<file path="src/rtl/bus_fabric_pkg.sv">
// Shared definitions for the cpu-to-slave bus fabric: FSM state encodings,
// the default error-response data word and the saturating error counter step.
package bus_fabric_pkg;

  typedef enum logic [1:0] {
    ST_IDLE   = 2'd0,
    ST_ACCESS = 2'd1,
    ST_RESP   = 2'd2,
    ST_ERROR  = 2'd3
  } state_e;

  localparam logic [15:0] DEFAULT_ERR_DATA = 16'hdead;
  localparam int          TIMER_W          = 8;
  localparam int          ERRCNT_W         = 8;

  function automatic logic [ERRCNT_W-1:0] sat_inc(input logic [ERRCNT_W-1:0] v);
    return (v == {ERRCNT_W{1'b1}}) ? v : v + 1'b1;
  endfunction

endpackage

</file>
<file path="src/rtl/bus_fabric_addr_match.sv">
// Single address-window comparator: hit when the masked address equals the window base.
module bus_fabric_addr_match #(
  parameter int ADDR_W = 16
) (
  input  logic [ADDR_W-1:0] addr_i,
  input  logic [ADDR_W-1:0] base_i,
  input  logic [ADDR_W-1:0] mask_i,
  output logic              hit_o
);

  assign hit_o = ((addr_i & mask_i) == base_i);

endmodule

</file>
<file path="src/rtl/bus_fabric.sv">
// Memory-mapped interconnect from one cpu master to N_SLAVES slaves with
// parallel window decode, registered response and bus-error handling.
module bus_fabric
  import bus_fabric_pkg::*;
#(
  parameter int                          N_SLAVES = 4,
  parameter int                          ADDR_W   = 16,
  parameter int                          DATA_W   = 16,
  parameter logic [N_SLAVES*ADDR_W-1:0]  BASE     = {16'hffff, 16'hfffe, 16'h8000, 16'h0000},
  parameter logic [N_SLAVES*ADDR_W-1:0]  MASK     = {16'hffff, 16'hffff, 16'h8000, 16'h8000},
  parameter int                          TIMEOUT  = 255,
  parameter logic [DATA_W-1:0]           ERR_DATA = DATA_W'(DEFAULT_ERR_DATA)
) (
  input  logic                       clk,
  input  logic                       reset,
  input  logic                       read,
  input  logic                       write,
  input  logic [ADDR_W-1:0]          address,
  input  logic [DATA_W-1:0]          data_out,
  output logic [DATA_W-1:0]          data_in,
  output logic                       ready,
  output logic [N_SLAVES-1:0]        s_read,
  output logic [N_SLAVES-1:0]        s_write,
  output logic [ADDR_W-1:0]          s_address,
  output logic [DATA_W-1:0]          s_data_out,
  input  logic [N_SLAVES*DATA_W-1:0] s_data_in,
  input  logic [N_SLAVES-1:0]        s_ready,
  output logic                       bus_error,
  output logic [ADDR_W-1:0]          error_address,
  output logic [ERRCNT_W-1:0]        error_count
);

  localparam int IDX_W = (N_SLAVES > 1) ? $clog2(N_SLAVES) : 1;

  state_e               state_q, state_d;
  logic [IDX_W-1:0]     idx_q, idx_d;
  logic [ADDR_W-1:0]    addr_q, addr_d;
  logic [DATA_W-1:0]    wdata_q, wdata_d;
  logic                 is_write_q, is_write_d;
  logic [TIMER_W-1:0]   timer_q, timer_d;
  logic [DATA_W-1:0]    data_in_q, data_in_d;
  logic [ADDR_W-1:0]    err_addr_q, err_addr_d;
  logic [ERRCNT_W-1:0]  err_cnt_q, err_cnt_d;

  logic [N_SLAVES-1:0]  hit;
  logic                 any_hit;
  logic [IDX_W-1:0]     hit_idx;
  logic [N_SLAVES-1:0]  sel;

  for (genvar g = 0; g < N_SLAVES; g++) begin : g_match
    bus_fabric_addr_match #(.ADDR_W(ADDR_W)) u_match (
      .addr_i (address),
      .base_i (BASE[g*ADDR_W +: ADDR_W]),
      .mask_i (MASK[g*ADDR_W +: ADDR_W]),
      .hit_o  (hit[g])
    );
  end

  // Ascending scan so the highest matching index wins on overlapping windows.
  always_comb begin
    any_hit = |hit;
    hit_idx = '0;
    for (int i = 0; i < N_SLAVES; i++) begin
      if (hit[i]) hit_idx = IDX_W'(i);
    end
  end

  always_comb begin
    for (int i = 0; i < N_SLAVES; i++) begin
      sel[i] = (idx_q == IDX_W'(i));
    end
  end

  always_comb begin
    state_d    = state_q;
    idx_d      = idx_q;
    addr_d     = addr_q;
    wdata_d    = wdata_q;
    is_write_d = is_write_q;
    timer_d    = timer_q;
    data_in_d  = data_in_q;
    err_addr_d = err_addr_q;
    err_cnt_d  = err_cnt_q;
    case (state_q)
      ST_IDLE: begin
        if (read || write) begin
          if ((read && write) || !any_hit) begin
            err_addr_d = address;
            data_in_d  = ERR_DATA;
            err_cnt_d  = sat_inc(err_cnt_q);
            state_d    = ST_ERROR;
          end else begin
            idx_d      = hit_idx;
            addr_d     = address;
            wdata_d    = data_out;
            is_write_d = write;
            timer_d    = '0;
            state_d    = ST_ACCESS;
          end
        end
      end
      ST_ACCESS: begin
        if (s_ready[idx_q]) begin
          data_in_d = is_write_q ? '0 : s_data_in[idx_q*DATA_W +: DATA_W];
          state_d   = ST_RESP;
        end else if (timer_q == TIMER_W'(TIMEOUT - 1)) begin
          err_addr_d = addr_q;
          data_in_d  = ERR_DATA;
          err_cnt_d  = sat_inc(err_cnt_q);
          state_d    = ST_ERROR;
        end else begin
          timer_d = timer_q + 1'b1;
        end
      end
      ST_RESP:  state_d = ST_IDLE;
      ST_ERROR: state_d = ST_IDLE;
      default:  state_d = ST_IDLE;
    endcase
  end

  always_ff @(posedge clk) begin
    if (reset) begin
      state_q    <= ST_IDLE;
      idx_q      <= '0;
      addr_q     <= '0;
      wdata_q    <= '0;
      is_write_q <= 1'b0;
      timer_q    <= '0;
      data_in_q  <= '0;
      err_addr_q <= '0;
      err_cnt_q  <= '0;
    end else begin
      state_q    <= state_d;
      idx_q      <= idx_d;
      addr_q     <= addr_d;
      wdata_q    <= wdata_d;
      is_write_q <= is_write_d;
      timer_q    <= timer_d;
      data_in_q  <= data_in_d;
      err_addr_q <= err_addr_d;
      err_cnt_q  <= err_cnt_d;
    end
  end

  assign s_read        = (state_q == ST_ACCESS && !is_write_q) ? sel : '0;
  assign s_write       = (state_q == ST_ACCESS &&  is_write_q) ? sel : '0;
  assign s_address     = addr_q;
  assign s_data_out    = wdata_q;
  assign data_in       = data_in_q;
  assign ready         = (state_q == ST_RESP) || (state_q == ST_ERROR);
  assign bus_error     = (state_q == ST_ERROR);
  assign error_address = err_addr_q;
  assign error_count   = err_cnt_q;

endmodule

</file>
<file path="config.mk">
export PLATFORM = sky130hd
export DESIGN_NAME = bus_fabric
export DESIGN_NICKNAME = d
export VERILOG_FILES = /design/src/rtl/bus_fabric_pkg.sv /design/src/rtl/bus_fabric_addr_match.sv /design/src/rtl/bus_fabric.sv
export SDC_FILE = /design/constraint.sdc
export NUM_CORES = 1
export LEC_CHECK = 0
export ABC_AREA = 1
export CAP_MARGIN = 20
export CORE_AREA = 2 2 100 102
export DETAILED_ROUTE_END_ITERATION = 16
export DIE_AREA = 0 0 102 104
export PLACE_DENSITY_LB_ADDON = 0.25
export SLEW_MARGIN = 20
export SYNTH_ARGS = -nofsm -noshare
export SYNTH_HDL_FRONTEND = slang
export SYNTH_SLANG_ARGS = --single-unit
</file>
<file path="constraint.sdc">
create_clock -name clk -period 2.96 [get_ports clk]
set_clock_uncertainty 0.2 [all_clocks]
set_input_delay 0.592 -clock clk [delete_from_list [all_inputs] [get_ports clk]]
set_output_delay 0.592 -clock clk [all_outputs]
set_load 0.01 [all_outputs]
</file>
**Word-level counts from Yosys, hierarchy flattened**

Index checks and enable logic that the tools add are counted.

- Eq/ne operators: 17
- Order comparisons: 1
- Shift operators: 1
- $add $sub $neg: 2
- Reductions and logical operators: 19
- Bitwise logic cells: 1
- Mux-type cells: 34

Operators with widths:

| operator | number |
|---|---|
| 16-bit 2-to-1 mux | 9 |
| 8-bit 2-to-1 mux | 9 |
| 16-bit one-hot mux with 2 select lines | 2 |
| 64-bit by 7-bit variable part select with 16-bit output | 1 |
| 16-bit equality test (second input constant) | 2 |
| 8-bit one-hot mux with 2 select lines | 2 |
| 8-bit by 1-bit adder with 8-bit output (second input constant) | 2 |
| 8-bit equality test (second input constant) | 2 |
| 16-bit zero test | 1 |
| 2-bit 2-to-1 mux | 6 |
| 2-bit inequality test (second input constant) | 6 |
| 5-bit AND reduction | 2 |
| 2-bit equality test (second input constant) | 4 |
| 4-bit 2-to-1 mux | 2 |
| 2-bit one-hot mux with 3 select lines | 1 |
| 2-bit by 1-bit equality test with 1-bit output (second input constant) | 2 |
| 2-bit zero test | 2 |
| 4-bit AND reduction | 1 |
| 4-bit OR reduction | 1 |
| 1-bit logical AND | 3 |
| 1-bit logical OR | 3 |
| 2-bit by 3-bit < comparator with 1-bit output (second input constant) | 1 |
| 3-bit inequality test (second input constant) | 1 |
| 3-bit AND reduction | 1 |
| other kinds (7) | 9 |

- Input port bits: 104
- Logic and storage cells: 84
- Register bits: 85
- Output and inout bits: 82

**Longest topological paths before layout**

- Depth in word-level cells: 7
- Gate-level depth with buffers: 13
- Mapped depth without buffers: 12

**Hierarchy**

Synthesis repeated with hierarchy kept, for this count alone.

- Cell total of the unflattened synthesis: 1018
- Area total of the unflattened synthesis: 5778.0 um2

Modules (own cells, without submodules):

| module | seq. area each (um2) | cells each | area an instance (um2) | times used |
|---|---|---|---|---|
| bus_fabric | 1701.6 | 654 | 4241.6 | 1 |
| bus_fabric_addr_match | 0.0 | 91 | 384.1 | 4 |

**Least setup slack after synthesis**

Ideal clock, no wire load.

- Kind: reg2out
- From: register idx_q[0]
- To: output s_read[1]
- Required time: 2.168 ns
- Path slack: 1.059 ns
- Arrival: 1.109 ns
- Buffers on the path: 2
- Stages on the path, launching flop included: 7
- Cell sequence: dfxtp_1 -> buf_4 -> inv_2 -> nor2_2 -> buf_2 -> inv_1 -> nor2_1

- Longest elaborated chain between the ends: 2

Ends and longest elaborated chain:

| element | line | RTL |
|---|---|---|
| start: declaration | bus_fabric.sv:36 | `logic [IDX_W-1:0] idx_q, idx_d;` |
| start signal: assignment | bus_fabric.sv:134 | `idx_q <= idx_d;` |
| 2-bit by 1-bit equality test with 1-bit output | bus_fabric.sv:70 | `sel[i] = (idx_q == IDX_W'(i));` |
| 4-bit 2-to-1 mux | bus_fabric.sv:145 | `assign s_read = (state_q == ST_ACCESS && !is_write_q) ? sel : '0;` |
| end: declaration | bus_fabric.sv:22 | `output logic [N_SLAVES-1:0] s_read,` |

No other way between the ends.

**Final worst setup path**

- From: register is_write_q
- To: output s_read[0]

- Longest elaborated chain between the ends: 3

Ends and longest elaborated chain:

| element | line | RTL |
|---|---|---|
| start: declaration | bus_fabric.sv:39 | `logic is_write_q, is_write_d;` |
| start signal: assignment | bus_fabric.sv:137 | `is_write_q <= is_write_d;` |
| 1-bit zero test | bus_fabric.sv:145 |  |
| 1-bit logical AND | bus_fabric.sv:145 |  |
| 4-bit 2-to-1 mux | bus_fabric.sv:145 |  |

No other way between the ends.

==> impl_results.md <==
- Detailed-route vias per instance: 4.99
- Cell Pwr Density: 563 nW/µm²
- Average cell area after synthesis: 6.56 µm²
- Library cells used by synthesis: 30
- Wire length of the first global-routing pass: 20,700 µm
- Count of yosys warnings during synthesis: 0
- Register-to-register setup slack: 0.99 ns
- Peak clock frequency supported by timing: 368 MHz
- End-of-flow core utilization: 67.4%
- Filler Cells Inserted: 855
- Max-Cap Viols: 0
- Clock slew at the register clock pins of the worst setup and hold paths: 0.09 ns
- Cell Count Post-Placement: 951
- Share of post-route cells with drive strength above 1: 6.12%
- CTS tree: built
- Row count: 36
- Initial antenna violation count: 0
- TritonRoute pass-1 iters: 5
- VDD IR-drop max: 0.330 mV
- Cells after synthesis: 658
- Starting utilization of the core area: 45.2%
- Width of the chip: 102 µm
- Growth of design area from synthesis to finish: 49.2%
- Leftover overflow at the end of global routing: 0
- Crit path time final: 2.72 ns
- Sequential element share of the synthesized area: 39.4%
- Drt first-iter violations: 125
- Commonest non-fill, non-tap cell in the layout: clkdlybuf4s50_1
- CP Launch Type: flip-flop
- Leakage power figure: 2.62 nW
- Biggest cell delay along the critical path: 0.56 ns
- Maximum number of pins on one net before global-route repair: 49
- Post-CTS Resized: 0
- Setup Crit Path Kind: flip-flop to output port
- WP data required: 2.17 ns
- Hold-fix buffers, CTS: 0
- Worst-path cell chain: inv_1, nand2_1, nor2_1, clkdlybuf4s50_1
- RSZ-0062 raised after global routing: no
- GP Congestion: 0.810
- Total global-route track usage: 24.3%
- CP Capture Type: output port
- Crit path arrival time: 1.93 ns
- Hold violation total from the final report: 0
- Hold_ws: 0.275 ns
- Routed wirelength normalized by instance count: 13.5 µm
- Die Area: 10,600 µm²
- Clock buffers created by TritonCTS: 9
- Slowest cell on the critical path: clkdlybuf4s50_1
- Number of nets in the layout: 938
- Post-detailed-route DRC marker count: 0
- Root buffer cell: clkbuf_8
- Placed wire-length estimate after detailed placement: 9850 µm
- Antenna Diode Count: 0
- IO Count: 186
- Final slew viol count: 0
- Vias post-DR: 4,826
- Die span in y: 104 µm
- Syn Nets: 767
- Insertion delay to the later sink of the worst-skew pair: 0.35 ns
- Port buffer count: 185
- Slew of the pin with the lowest slew margin: 0.668 ns
- Crit Path Max Fanout: 13
- Wire length after detailed routing: 13,000 µm
- Buffers from clock root to sink, at most: 2
- Max_slew headroom: 55.2%
- Max H-tree Level: 3
- Most frequent cells in the layout: clkdlybuf4s50_1, nand2_1, nor2_1, dfxtp_1, o21ai_0
- Class of the tightest hold or removal check: flip-flop to flip-flop
- Post-synthesis sequential element count: 85
- Post-CTS repair timing setup buffer count: 0
- Run status: finished clean
- Final Power: 0.00362 W
- Via count of the first global-routing pass: 4,547
- Setup-violating endpoint count in the final report: 0
- Sink count of the clock tree: 85
- Non-filler instance count after layout: 967
- Period utilization: 91.9%
- Core Box Area: 9550 µm²
- Antenna-violating nets left: 0
- Post-Route Setup TNS: 0 ns
- Mapped cell area: 4320 µm²
==> area by class of cell <==
class | count | area [µm²] | share of cell area, %
Tap cell | 133 | 166 | 2.59
Sequential cell | 85 | 1700 | 26.4
Timing Repair Buffer | 194 | 1940 | 30.2
Clock buffer | 10 | 128 | 1.98
Inverter | 49 | 193 | 2.99
Clock inverter | 6 | 71.3 | 1.11
Multi-Input combinational cell | 490 | 2230 | 34.7
==> per-layer routing <==
layer | track usage, % | routed length, µm | vias to the layer above
li1 | - | - | 2447
met5 | 0 | 0 | -
met2 | 42.0 | 6420 | 169
met4 | 10.1 | 231 | 0
met3 | 8.13 | 1170 | 18
met1 | 26.9 | 5190 | 2192
==> cell usage after synthesis <==
master | count | area, µm²
nand2_1 | 179 | 672
nor2_1 | 117 | 439
dfxtp_1 | 85 | 1700
o21ai_0 | 61 | 305
inv_1 | 41 | 154
a21oi_1 | 34 | 170
nand3_1 | 25 | 125
nand4_1 | 21 | 131
clkbuf_1 | 14 | 52.6
buf_2 | 12 | 60.1
nor3_1 | 11 | 55.1
o21ai_1 | 10 | 50.1
nand2_2 | 6 | 37.5
buf_4 | 5 | 37.5
ha_1 | 5 | 62.6
inv_2 | 5 | 18.8
nand2_4 | 4 | 45.0
nor2_2 | 4 | 25.0
xor2_1 | 4 | 35.0
nor2_4 | 3 | 33.8
buf_6 | 2 | 22.5
nand3b_1 | 2 | 15.0
a211oi_1 | 1 | 7.51
a21oi_2 | 1 | 8.76
buf_8 | 1 | 15.0
clkinv_2 | 1 | 5.00
inv_4 | 1 | 6.26
inv_6 | 1 | 8.76
or2_2 | 1 | 6.26
xnor2_1 | 1 | 8.76
==> worst max-delay path, delay by kind of cell, from the launching register on <==
kind | cells | cell delay (ns)
buf+inv | 2 | 0.88
simple gates | 2 | 0.37
flops | 1 | 0.32
==> path summary, 6_finish.rpt <==
path	cells after the start	to	start
worst min-delay path	2	s_address[14]$_SDFFE_PP0P_	s_address[14]$_SDFFE_PP0P_
worst max-delay path	4	s_read[0]	is_write_q$_SDFFE_PP0P_
worst max register to register	12	error_address[15]$_SDFFE_PP0P_	timer_q[0]$_SDFFE_PP0P_
worst min register to register	2	s_address[14]$_SDFFE_PP0P_	s_address[14]$_SDFFE_PP0P_
==> flip-flops by register name, indices dropped and copies added (netlist names) <==
signal         flops
data_in           16
error_address     16
error_count        8
idx_q              2
is_write_q         1
s_address         16
s_data_out        16
state_q            2
timer_q            8
==> metrics by stage <==
stage | cell area [µm²] | worst slack (ns)
after floorplan | 4320 | 1.06
after global placement | 6240 | 0.332
after detailed placement | 6240 | 0.258
after CTS | 6440 | 0.232
after global routing | 6440 | 0.103
final | 6440 | 0.240
==> logic make-up (layout without fill, tap and decap cells) <==
logic type      count (synthesis)  after routing  share of synthesized area [%]
compound gates                107            107                           12.6
xor+xnor                        5              5                           1.01
fa+ha+maj                       5              5                           1.45
buf+inv                        83            259                           8.81
flops                          85             85                           39.4
simple gates                  373            373                           36.7
==> report_power, final <==
part	internal, W	leakage, nW	total (W)	switching (W)
clock network	0.000398	0.0935	0.000837	0.000439
registers	0.00133	0.700	0.00145	0.000120
logic	0.000640	1.82	0.00134	0.000696
Power figures use the tool's default switching activity.
